==> src/rtl/response_router_pkg.sv <==
// Shared widths and the response record for the response return path; defaults for ID_WIDTH,
// DATA_WIDTH, ADDRESS_WIDTH and RESP_FIFO_DEPTH apply only when not already defined by the build.
`ifndef ADDRESS_WIDTH
`define ADDRESS_WIDTH 8
`endif
`ifndef ID_WIDTH
`define ID_WIDTH 4
`endif
`ifndef DATA_WIDTH
`define DATA_WIDTH 8
`endif
`ifndef RESP_FIFO_DEPTH
`define RESP_FIFO_DEPTH 4
`endif

package response_router_pkg;

  localparam int ID_W   = `ID_WIDTH;
  localparam int DATA_W = `DATA_WIDTH;

  typedef struct packed {
    logic [ID_W-1:0]   id;
    logic [DATA_W-1:0] data;
  } resp_t;

  localparam int RESP_W = $bits(resp_t);

  function automatic logic [7:0] sat_inc8(input logic [7:0] v);
    return (v == 8'hFF) ? v : v + 8'd1;
  endfunction

endpackage

==> src/rtl/resp_fifo.sv <==
// Generic FIFO with registered storage and combinational head read.
// Latency: push visible at head one cycle later. Backpressure: push while full dropped unless popped same cycle.
// Full/empty come from pointers one bit wider than the index.
module resp_fifo #(
  parameter int DEPTH = 4,
  parameter int WIDTH = 8
) (
  input  logic             clk,
  input  logic             reset,
  input  logic             push,
  input  logic [WIDTH-1:0] push_dat,
  input  logic             pop,
  output logic [WIDTH-1:0] head_dat,
  output logic             full,
  output logic             empty
);

  localparam int AW = $clog2(DEPTH);

  logic [AW:0]      wr_ptr;
  logic [AW:0]      rd_ptr;
  logic [WIDTH-1:0] mem [DEPTH];
  logic             pop_ok;
  logic             push_ok;

  assign empty    = (wr_ptr == rd_ptr);
  assign full     = (wr_ptr[AW] != rd_ptr[AW]) && (wr_ptr[AW-1:0] == rd_ptr[AW-1:0]);
  assign pop_ok   = pop & ~empty;
  // A pop frees the head slot this edge, so a push into a full FIFO may still land.
  assign push_ok  = push & (~full | pop_ok);
  assign head_dat = mem[rd_ptr[AW-1:0]];

  always_ff @(posedge clk or negedge reset) begin
    if (!reset) begin
      wr_ptr <= '0;
      rd_ptr <= '0;
      for (int i = 0; i < DEPTH; i++) mem[i] <= '0;
    end else begin
      if (push_ok) begin
        mem[wr_ptr[AW-1:0]] <= push_dat;
        wr_ptr              <= wr_ptr + 1'b1;
      end
      if (pop_ok) rd_ptr <= rd_ptr + 1'b1;
    end
  end

endmodule

==> src/rtl/response_router.sv <==
// Steers shared-resource responses to two buffered consumer ports and tracks outstanding credits per port.
// Latency: 1 cycle in to out. Backpressure: consumer stall holds head; out_stall_k at DEPTH outstanding.
// Optional RESP_DROP_COUNT_EN adds a saturating count of responses dropped on a full FIFO.
module response_router
  import response_router_pkg::*;
#(
  parameter int DEPTH     = `RESP_FIFO_DEPTH,
  parameter int ROUTE_BIT = `ID_WIDTH - 1
) (
  input  logic                   clk,
  input  logic                   reset,
  input  logic                   in_issue_valid,
  input  logic                   in_issue_choice,
  output logic                   out_stall_1,
  output logic                   out_stall_2,
  input  logic [`DATA_WIDTH-1:0] in_data,
  input  logic [`ID_WIDTH-1:0]   in_id,
  input  logic                   in_valid,
  output logic [`DATA_WIDTH-1:0] out_data_1,
  output logic [`ID_WIDTH-1:0]   out_id_1,
  output logic                   out_valid_1,
  output logic [`DATA_WIDTH-1:0] out_data_2,
  output logic [`ID_WIDTH-1:0]   out_id_2,
  output logic                   out_valid_2,
  input  logic                   in_stall_1,
  input  logic                   in_stall_2
`ifdef RESP_DROP_COUNT_EN
  ,
  output logic [7:0]             out_drop_count
`endif
);

  localparam int             CW      = $clog2(DEPTH) + 1;
  localparam logic [CW-1:0]  CNT_MAX = CW'(DEPTH);

  // Index 0 is consumer port 1, index 1 is consumer port 2.
  logic [1:0]         issue;
  logic [1:0]         push;
  logic [1:0]         pop;
  logic [1:0]         full;
  logic [1:0]         empty;
  logic [1:0][CW-1:0] cnt;
  logic [1:0][CW-1:0] cnt_nxt;
  logic [1:0]         stall_q;
  resp_t              in_resp;
  resp_t              head_1;
  resp_t              head_2;

  assign in_resp  = '{id: in_id, data: in_data};
  assign issue[0] = in_issue_valid &  in_issue_choice;
  assign issue[1] = in_issue_valid & ~in_issue_choice;
  assign push[0]  = in_valid &  in_id[ROUTE_BIT];
  assign push[1]  = in_valid & ~in_id[ROUTE_BIT];
  assign pop[0]   = ~empty[0] & ~in_stall_1;
  assign pop[1]   = ~empty[1] & ~in_stall_2;

  resp_fifo #(.DEPTH(DEPTH), .WIDTH(RESP_W)) u_fifo_1 (
    .clk      (clk),
    .reset    (reset),
    .push     (push[0]),
    .push_dat (in_resp),
    .pop      (pop[0]),
    .head_dat (head_1),
    .full     (full[0]),
    .empty    (empty[0])
  );

  resp_fifo #(.DEPTH(DEPTH), .WIDTH(RESP_W)) u_fifo_2 (
    .clk      (clk),
    .reset    (reset),
    .push     (push[1]),
    .push_dat (in_resp),
    .pop      (pop[1]),
    .head_dat (head_2),
    .full     (full[1]),
    .empty    (empty[1])
  );

  assign out_valid_1 = ~empty[0];
  assign out_data_1  = head_1.data;
  assign out_id_1    = head_1.id;
  assign out_valid_2 = ~empty[1];
  assign out_data_2  = head_2.data;
  assign out_id_2    = head_2.id;

  // Saturate at both ends so arbiter protocol violations cannot wrap the credit count.
  always_comb begin
    cnt_nxt = cnt;
    for (int k = 0; k < 2; k++) begin
      if (issue[k] && !pop[k] && cnt[k] != CNT_MAX)
        cnt_nxt[k] = cnt[k] + CW'(1);
      else if (pop[k] && !issue[k] && cnt[k] != '0)
        cnt_nxt[k] = cnt[k] - CW'(1);
    end
  end

  always_ff @(posedge clk or negedge reset) begin
    if (!reset) begin
      cnt     <= '0;
      stall_q <= '0;
    end else begin
      cnt <= cnt_nxt;
      for (int k = 0; k < 2; k++) stall_q[k] <= (cnt_nxt[k] == CNT_MAX);
    end
  end

  assign out_stall_1 = stall_q[0];
  assign out_stall_2 = stall_q[1];

`ifdef RESP_DROP_COUNT_EN
  logic       drop;
  logic [7:0] drop_cnt;

  assign drop           = |(push & full & ~pop);
  assign out_drop_count = drop_cnt;

  always_ff @(posedge clk or negedge reset) begin
    if (!reset)    drop_cnt <= '0;
    else if (drop) drop_cnt <= sat_inc8(drop_cnt);
  end
`endif

endmodule
==> config.mk <==
export PLATFORM = sky130hd
export DESIGN_NAME = response_router
export DESIGN_NICKNAME = d
export VERILOG_FILES = /design/src/rtl/response_router_pkg.sv /design/src/rtl/resp_fifo.sv /design/src/rtl/response_router.sv
export SDC_FILE = /design/constraint.sdc
export NUM_CORES = 1
export LEC_CHECK = 0
export ABC_AREA = 1
export CORE_MARGIN = 1
export CORE_UTILIZATION = 57
export DETAILED_ROUTE_END_ITERATION = 7
export DONT_BUFFER_PORTS = 1
export PLACE_DENSITY_LB_ADDON = 0.08
export SYNTH_ARGS = -nofsm -noshare
export SYNTH_HDL_FRONTEND = slang
export SYNTH_SLANG_ARGS = --single-unit
export TNS_END_PERCENT = 10
==> constraint.sdc <==
create_clock -name clk -period 1.3 [get_ports clk]
set_input_delay 0.39 -clock clk [delete_from_list [all_inputs] [get_ports clk]]
set_output_delay 0.39 -clock clk [all_outputs]
set_load 0.03 [all_outputs]
==> impl_results.md, run 1 <==
* Outcome: finished, violations left
* Failing checks: negative hold slack, negative setup slack
* FF-to-FF End: cnt[5]
* Total of max-cap violations at 0
* CP Cell Sequence: inv_2 -> buf_12 -> o21ai_0 -> o22ai_4
* GR peak layer: met2
* Fmax achieved at 484.6 MHz
* Full die area at 10,760 um^2
* Warnings from Yosys at 0
* Area of placed instances at 6817 um^2
* Drt pass-1 iters at 5
* Fin. Hold Viols at 116
* Post-Syn Instances at 712
* Seq pwr share at 26.5%
* Largest cells by area after synthesis: dfrtp_1 (49%), nand2_1 (17%), o21ai_0 (5.0%)
* CTS clock-pin slew for the worst setup and hold paths at 0.06 ns
* CP startpoint: u_fifo_1.rd_ptr[1]
* Die boundary height at 103.7 um
* Clock buffer depth at 2
* CTS tree: yes
* Critical Path Stages at 4
* Clock power share at 20.5%
* M2 GR Usage at 54.99%
* GRT Overall Usage at 32.58%
* Yosys top cell area share at 49.22%
* Internal at 13.97 mW
* FF+latch count, synth at 116
* Worst min-delay path class: primary input to asynchronous set/reset pin
* Worst EP arrival at 1.67 ns
* Commonest non-fill, non-tap cell in the layout: nand2_1
* RSZ-0062 raised after global routing: true
* Seq/Total Area, Yosys at 49.22%
* N_diodes at 0
* CP top delay family: flip-flops
* CTS Sinks at 116
* Synthesized area per cell at 8.284 um^2
* Part of the cycle the worst path needs at 158.7%
* Vias at 5,243
* Largest net degree at the start of global routing at 117
* # port buffers at 0
* Final WL at 17,450 um
* Crit path max-delay cell type: dfrtp_2
* Post-Synthesis Cell Area at 5898 um^2
* Final ANT Viol Nets at 0
* Crit path capture type: primary output
* Hpwl dp at 10,160 um
* Root buffer cell: clkbuf_8
* Yosys top cell by area: dfrtp_1
* TritonCTS Buffers at 17
* Routability cong. at 0.8305
* Clock Latency Late Sink at 0.54 ns
* Flop2flop setup slack at -0.44 ns
* Final instance area at 8157 um^2
* CP Max Fanout at 13
* Met3 Resource Use GR at 7.552%
* RR Startpoint: u_fifo_2.rd_ptr[0]
* DR iter-0 viols at 393
* Critical path data required time at 0.91 ns
* GRT overflow at 0
* Routed vias/inst at 5.656
* Pwr Density at 3060 nW/um^2
* DIE WIDTH at 103.7 um
* Switching part of the total power at 44.03%
* Initial core utilization at 59.52%
* Critical path startpoint category: flop
* Setup Skew at 0.005421 ns
* CTS HTree Levels at 4
* Remaining DRCs at 0
* R2R cell count at 11
* Critical Path Max Stage Delay at 0.44 ns
* Hold Slack at -0.4613 ns
* Buffers & Inverters on Critical Path at 2
* Standard-cell rows at 36
* First-pass GRT wire length at 26,840 um
* Post-synth ARST share at 100.0%
* Net switching power at 10.99 mW
* Final core utilization at 82.31%
* DR WL/cell at 18.82 um
* Synth cell types at 30
* Area Growth Syn to Fin at 38.29%
* IO Count at 47
* Leakage at 3.965 nW
* Crit path time final at 2.064 ns
* Share of layout cells above drive strength 1 at 34.89%
* Slew @ Worst Pin at 0.5295 ns
* Most used DFF post-synth: dfrtp_1
* Mapped Nets at 747
* Slack of the critical path at -0.7636 ns
* Initial antenna violation count at 0
* Post-synth EDFFs at 0
* Core area at 9910 um^2
* Maximum vdd ir drop at 1996 uV
* Worst Setup EP: out_data_1[1]
* Final Slew Violations at 0
* Slew headroom at 64.70%
* Most frequent cells in the layout: nand2_1 (267), dfrtp_1 (111), buf_4 (50)
* GR Layer Usage met1 at 40.39%
* Kind of critical path: flop to primary output
* Combinational share of power at 53.0%
* Number of global-route vias before repair at 5,348
* NumNets Final at 816
* Setup violations, final at 143
[cell usage after synthesis (2+ instances only)]
master / number
nor2_2: 4
xor2_1: 10
buf_6: 5
nand3_4: 3
inv_1: 32
buf_2: 20
nor2_4: 2
ha_1: 16
nand2_4: 9
nand4_1: 4
or2_1: 4
nand3_1: 8
inv_2: 6
a21oi_1: 9
o22ai_1: 24
o21ai_0: 59
buf_4: 3
inv_6: 2
dfrtp_1: 116
nor2_1: 52
nand3_2: 11
or2_2: 2
nand2_1: 272
clkbuf_1: 13
nand2_2: 21
[through the flow]
step                setup slack, ns  instances  power (mW)  setup TNS [ns]  hold slack, ns
detailed placement          -0.2470        873       17.48          -23.26         0.09707
floorplan                   -0.1202        712       14.69          -5.948         0.09441
global placement            -0.1997        873       17.12          -16.63         0.09692
global route                -0.8142        927       26.17          -50.87         -0.4752
finish                      -0.7636        927       24.96          -39.90         -0.4613
CTS                         -0.7712        919       23.52          -33.03         -0.4656
[power by group through the flow]
stage	registers, mW	clock network, mW	logic, mW
finish	6.62	5.11	13.2
global route	6.74	5.30	14.1
CTS	6.37	5.11	12.0
detailed placement	6.31	0	11.2
global placement	6.27	0	10.8
floorplan	6.02	0	8.67
[cell type report]
cell class | count | area (um^2)
Clock buffer | 17 | 414.1
Fill cell | 579 | 1753
Multi-Input combinational cell | 513 | 3252
Tap cell | 133 | 166.4
Inverter | 41 | 202.7
Sequential cell | 116 | 2909
Timing Repair Buffer | 91 | 965.9
Clock inverter | 15 | 230.2
Timing Repair inverter | 1 | 16.27
[kinds of logic (layout without fill, tap and decap cells)]
family | after synthesis | count (layout) | share of synthesized area [%]
xor gates and xnor gates | 10 | 10 | 1.485
DFF | 116 | 116 | 49.22
buffers and inverters | 83 | 165 | 7.107
and+or+nand+nor | 393 | 393 | 30.21
adders and majority gates | 16 | 16 | 3.394
AOI/OAI and AO/OA | 94 | 94 | 8.591
[worst min-delay path by stage]
stage               start               end  slack, ns  depth (start not counted)
floorplan           reset            cnt[0]       0.09                          0
detailed placement  reset  u_fifo_2.mem[43]        0.1                          0
global route        reset  u_fifo_2.mem[45]      -0.48                          0
finish              reset  u_fifo_2.mem[43]      -0.46                          0
global placement    reset  u_fifo_2.mem[43]        0.1                          0
CTS                 reset  u_fifo_2.mem[43]      -0.47                          0
[flip-flops by register name, summed over array words and instances (netlist names)]
signal / count
cnt: 6
u_fifo_2.mem: 48
u_fifo_1.mem: 48
u_fifo_1.wr_ptr: 3
u_fifo_1.rd_ptr: 3
u_fifo_2.rd_ptr: 3
u_fifo_2.wr_ptr: 3
stall_q: 2
[repair_timing]
action,4_1_cts,5_1_grt
pin swaps,21,38
buffers inserted,2,5
hold buffers,11,1
resized for setup,60,72
setup endpoints to repair,142,144
endpoints found under the hold margin,201,117
cloned,1,3
[layer usage]
metal | routed length, um | vias up
met5 | 0 | -
met4 | 590 | 0
met3 | 1145 | 51
met2 | 8924 | 217
met1 | 6786 | 2589
li1 | - | 2386
No activity file was read; power rests on OpenSTA's default activity.
==> run 2, diff against run 1 <==
--- a/config.mk
+++ b/config.mk
@@ -11,6 +11,7 @@
 export DETAILED_ROUTE_END_ITERATION = 7
 export DONT_BUFFER_PORTS = 1
 export PLACE_DENSITY_LB_ADDON = 0.08
+export SLEW_MARGIN = 15
 export SYNTH_ARGS = -nofsm -noshare
 export SYNTH_HDL_FRONTEND = slang
 export SYNTH_SLANG_ARGS = --single-unit
==> results of run 2 <==
No change in the layout: final DEF, timing and power equal those of run 1.
==> run 3, diff against run 2 <==
--- a/config.mk
+++ b/config.mk
@@ -10,6 +10,7 @@
 export CORE_UTILIZATION = 57
 export DETAILED_ROUTE_END_ITERATION = 7
 export DONT_BUFFER_PORTS = 1
+export MAX_ROUTING_LAYER = met4
 export PLACE_DENSITY_LB_ADDON = 0.08
 export SLEW_MARGIN = 15
 export SYNTH_ARGS = -nofsm -noshare
==> run 3 against run 2 <==
Maximum frequency grew 0.35%. Final area fell by 0.37%. Count of clock-buffer cells in the layout stayed put. Non-clock buffer count shrank 1. Critical endpoint unchanged. Utilization is 0.30 points lower. Routed wire length down 1.8%. Global-route usage grew 0.93 points. Die area did not move. Sequential share of layout area grew 0.13 points. The run still ends with negative hold slack, negative setup slack left. Clock skew about the same. First-iteration DRC count rose by 1.5%.
==> impl_results.md, run 3 (synthesized netlist as in run 1, its figures left out) <==
* Outcome: finished, violations left
* Failing checks: negative hold slack, negative setup slack
* GRT overflow at 0 (unchanged)
* Cells after DPL at 873 (unchanged)
* CP Cell Sequence: inv_2 -> buf_12 -> o21ai_0 -> o22ai_4
* RSZ-0062 raised after global routing: true
* CTS tree: yes
* CP Max Fanout at 13 (unchanged)
* Routability cong. at 0.8432 (+1.5%)
* DIE WIDTH at 103.7 um (unchanged)
* Routed vias/inst at 5.656 (about the same)
* Critical path startpoint category: flop
* CP top delay family: flip-flops
* GRT Overall Usage at 33.51% (+0.93 points)
* CTS HTree Levels at 4 (unchanged)
* Number of global-route vias before repair at 5,340 (-0.15%)
* Initial core utilization at 59.52% (unchanged)
* DR iter-0 viols at 399 (+1.5%)
* Setup TNS at -39.82 ns (+0.08750 ns)
* Crit path capture type: primary output
* Slack of the critical path at -0.7564 ns (+0.007231 ns)
* Full die area at 10,760 um^2 (unchanged)
* Final ANT Viol Nets at 0 (unchanged)
* Final Slew Violations at 0 (unchanged)
* First-pass GRT wire length at 26,830 um (about the same)
* Drt pass-1 iters at 5 (unchanged)
* Core area at 9910 um^2 (unchanged)
* Largest registers: u_fifo_1.mem x48, u_fifo_2.mem x48, cnt x6
* Crit path time final at 2.056 ns (-0.007231 ns)
* Buffers & Inverters on Critical Path at 2 (unchanged)
* Part of the cycle the worst path needs at 158.2% (-0.56 points)
* Final core utilization at 82.01% (-0.30 points)
* Standard-cell rows at 36 (unchanged)
* Worst slack at placement at -0.2470 ns (unchanged)
* Critical path data required time at 0.91 ns (about the same)
* N_diodes at 0 (unchanged)
* Pwr Density at 3058 nW/um^2 (about the same)
* CTS clock-pin slew for the worst setup and hold paths at 0.06 ns (about the same)
* Root buffer cell: clkbuf_8
* Final non-filler cell total at 926 (-0.11%)
* Clock Latency Late Sink at 0.54 ns (about the same)
* Fin. Hold Viols at 116 (unchanged)
* Area Growth Syn to Fin at 37.78%
* Clock buffer depth at 2 (unchanged)
* Largest net degree at the start of global routing at 117 (unchanged)
* Crit path max-delay cell type: dfrtp_2
* Maximum vdd ir drop at 1789 uV (-10%)
* NumNets Final at 815 (-0.12%)
* Slew @ Worst Pin at 0.5180 ns (-0.01153 ns)
* Share of layout cells above drive strength 1 at 34.43% (-0.46 points)
* Most frequent cells in the layout: nand2_1 (268), dfrtp_1 (111), buf_4 (49)
* Final WL at 17,140 um (-1.8%)
* Hold Slack at -0.4592 ns (+0.002057 ns)
* TritonCTS Buffers at 17 (unchanged)
* Worst EP arrival at 1.67 ns (about the same)
* Setup Skew at 0.005009 ns (-0.0004116 ns)
* Setup violations, final at 143 (unchanged)
* Leakage at 3.963 nW (about the same)
* Hpwl dp at 10,160 um (unchanged)
* Initial antenna violation count at 0 (unchanged)
* Slew headroom at 65.35% (+0.65 points)
* Fmax achieved at 486.3 MHz (+0.35%)
* Critical Path Max Stage Delay at 0.44 ns (about the same)
* Die boundary height at 103.7 um (unchanged)
* # port buffers at 0 (unchanged)
* DR WL/cell at 18.51 um (-1.7%)
* Worst min-delay path class: primary input to asynchronous set/reset pin
* Remaining DRCs at 0 (unchanged)
* Kind of critical path: flop to primary output
* CTS Sinks at 116 (unchanged)
* Total of max-cap violations at 0 (unchanged)
* IO Count at 47 (unchanged)
* Commonest non-fill, non-tap cell in the layout: nand2_1
* Vias at 5,237 (-0.11%)
run 3: layout make-up:
type | instances | area [um^2]
clock buffer | 17 | 414.1
clock inverter | 15 | 230.2
fill | 585 | 1783
inverter | 41 | 202.7
multi-input combinational | 513 | 3234
sequential | 116 | 2909
tap | 133 | 166.4
timing repair buffer | 90 | 958.4
timing repair inverter | 1 | 11.26
run 3: timing repair:
| action | 4_1_cts | 5_1_grt |
|---|---|---|
| endpoints found under the hold margin | 201 | 117 |
| setup endpoints to repair | 142 | 144 |
| pin swaps | 21 | 37 |
| hold buffers | 11 | 1 |
| setup buffers | 2 | 4 |
| cloned | 1 | 3 |
| gates resized for setup | 60 | 66 |
run 3: worst paths after layout:
kind	cells after the start	end	startpoint	slack, ns
min in group clk	2	u_fifo_1.mem[29]	in_data[5]	0.01
hold / removal	0	u_fifo_2.mem[43]	reset	-0.46
setup / recovery	4	out_data_1[1]	u_fifo_1.rd_ptr[1]	-0.76
max in group asynchronous	0	u_fifo_2.rd_ptr[0]	reset	1.54
hold reg to reg	1	u_fifo_1.mem[47]	u_fifo_1.mem[47]	0.47
setup reg to reg	11	cnt[5]	u_fifo_2.rd_ptr[0]	-0.42
run 3: per-layer routing:
layer	wire (um)	global-route usage, %
met3	1159	7.489
met1	6776	40.39
met2	8692	54.89
met5	0	-
met4	512	13.47
run 3: where the power goes:
part,internal (mW),total (mW),switching (mW),leakage [nW]
registers,5.23,6.61,1.38,1.43
logic,5.38,13.1,7.76,2.23
clock network,3.32,5.10,1.78,0.305
run 3: per-stage QoR:
step	total power, mW	cell area [um^2]	hold slack, ns
finish	24.85	8127	-0.4592
detailed placement	17.48	6817	0.09707
floorplan	14.69	6302	0.09441
CTS	23.52	7799	-0.4656
global route	26.06	8127	-0.4752
global placement	17.12	6817	0.09692
run 3: worst register-to-register path, cell delays in order, from the launching register on:
cell and delay [ns]:
dfrtp_2 0.44, buf_4 0.15, buf_4 0.14, nand2_4 0.07
nand2_4 0.07, nand3_4 0.08, buf_6 0.15, nand3_4 0.10
nand2_1 0.11, nand2_2 0.06, a21oi_2 0.19, inv_1 0.06
==> RTL edit (flow settings as in run 3) <==
Add a define of `RESP_DROP_COUNT_EN`.
--- a/src/rtl/response_router.sv
+++ b/src/rtl/response_router.sv
@@ -1,6 +1,8 @@
 // Steers shared-resource responses to two buffered consumer ports and tracks outstanding credits per port.
 // Latency: 1 cycle in to out. Backpressure: consumer stall holds head; out_stall_k at DEPTH outstanding.
 // Optional RESP_DROP_COUNT_EN adds a saturating count of responses dropped on a full FIFO.
+`define RESP_DROP_COUNT_EN
+
 module response_router
   import response_router_pkg::*;
 #(
Function (old outputs only; new: out_drop_count): kept (Yosys induction, for registers that start in step).
==> RTL edit against run 3 <==
  * The flow still finishes with violations (negative hold slack, negative setup slack)
  * Die area up 4.6%
  * Sequential power rose by 4.8%
  * Synthesized area increased by 4.7%
  * Routed wire length shrank 0.79%
  * Power is 1.9% lower
  * Cell area rose by 3.0%
  * Setup slack better by 0.0062 ns
  * Sequential cell count grew 8
  * Largest power group unchanged
  * Highest routed layer unchanged
==> RTL edit: results (changes against run 3) <==
worst r2r path cells 10 (was 11); first-pass GRT wire length 27850 um (was 26830 um); largest net degree at the start of global routing 125 (was 117); Post-synth top cells nand2_1 (310), dfrtp_1 (124), nor2_1 (56) (was nand2_1 (272), dfrtp_1 (116), o21ai_0 (59)); Critical R2R Capture out_drop_count[4] (was cnt[5]); Sequential Power Share 28.5% (was 26.6%); Overall Power 24.37 mW (was 24.85 mW); Distinct cells, synth 32 (was 30); worst setup path endpoint out_data_1[4] (was out_data_1[1]); met2 Use GR 53.41% (was 54.89%); CP startpoint u_fifo_1.rd_ptr[0] (was u_fifo_1.rd_ptr[1]); critical path fanouts, max 15 (was 13); DR WL/cell 17.09 um (was 18.51 um); dpl cells 947 (was 873); net count after synthesis 797 (was 747); Non-Filler Instances 995 (was 926); synthesized-area fraction occupied by adder cells 3.445% (was 3.394%); share of layout cells above drive strength 1 28.52% (was 34.43%); setup slack, reg-to-reg -0.46 ns (was -0.42 ns); top cell family by delay on the critical path buffers and inverters (was flip-flops); Final Hold Viols 124 (was 116); leak pwr 4.190 nW (was 3.963 nW); met3 GRT Util 8.706% (was 7.489%); WHS -0.4586 ns (was -0.4592 ns); P_int 13.73 mW (was 13.93 mW); WL met3 957 um (was 1159 um); final setup violation count 160 (was 143); Final WS setup -0.7502 ns (was -0.7564 ns); Slew HR 67.11% (was 65.35%); Buf/Inv on CP 3 (was 2); Routed met2 length 8569 um (was 8692 um); Synth Area in Compound Gates 8.551% (was 8.591%); Synth area leaders dfrtp_1 (50%), nand2_1 (19%), o21ai_0 (4.3%) (was dfrtp_1 (49%), nand2_1 (17%), o21ai_0 (5.0%)); dpl cell area 7395 um2 (was 6817 um2); VDD IR max 0.001881 V (was 0.001789 V); DPL Wire Length 11190 um (was 10160 um); post-cts resize count 67 (was 60); DP Worst Slack -0.3003 ns (was -0.2470 ns); status complete, but fails checks (unchanged); Comb power frac 53.8% (was 52.9%); met1 Use GR 42.46% (was 40.39%); DRT iter0 DRCs 442 (was 399); vias in the first global route 5632 (was 5340); setup TNS -56.36 ns (was -39.82 ns); multi-input logic area 3217 um2 (was 3234 um2); violated checks negative hold slack, negative setup slack (unchanged); post-synthesis sequential area ratio 50.25% (was 49.22%); syn_area_per_cell 8.114 um2 (was 8.284 um2); Clock Skews 0.006668 ns (was 0.005009 ns)
RTL edit: cell count changes after synthesis, moves of 3 or more:
cell     delta
nor2_1      +4
inv_1       +5
o21ai_0     -6
dfrtp_1     +8
or2_2       +3
nand2_2    -20
or2_1       -4
nand2_4     -5
nand3_1    +17
xnor2_1     +5
nand2_1    +38
o21ai_1     +8
nand3_2     -5
RTL edit: final cells by class:
| class | instances | share of cell area [%] |
|---|---|---|
| inverters | 43 | 2.183 |
| flip-flops and latches | 124 | 37.20 |
| clock buffers | 20 | 5.322 |
| multi-input cells | 551 | 38.44 |
| repair buffers | 110 | 13.69 |
| clock inverters | 11 | 1.136 |
| well taps | 136 | 2.033 |
RTL edit: worst register-to-register path: stages, from the launching register on:
cell and delay, ns:
dfrtp_2 0.45, buf_6 0.15, xnor2_4 0.16, buf_4 0.14
nand2_1 0.07, nor2_4 0.13, nand3_2 0.12, o21ai_4 0.12
nand2_4 0.13, nand2_1 0.12, nand2_1 0.06
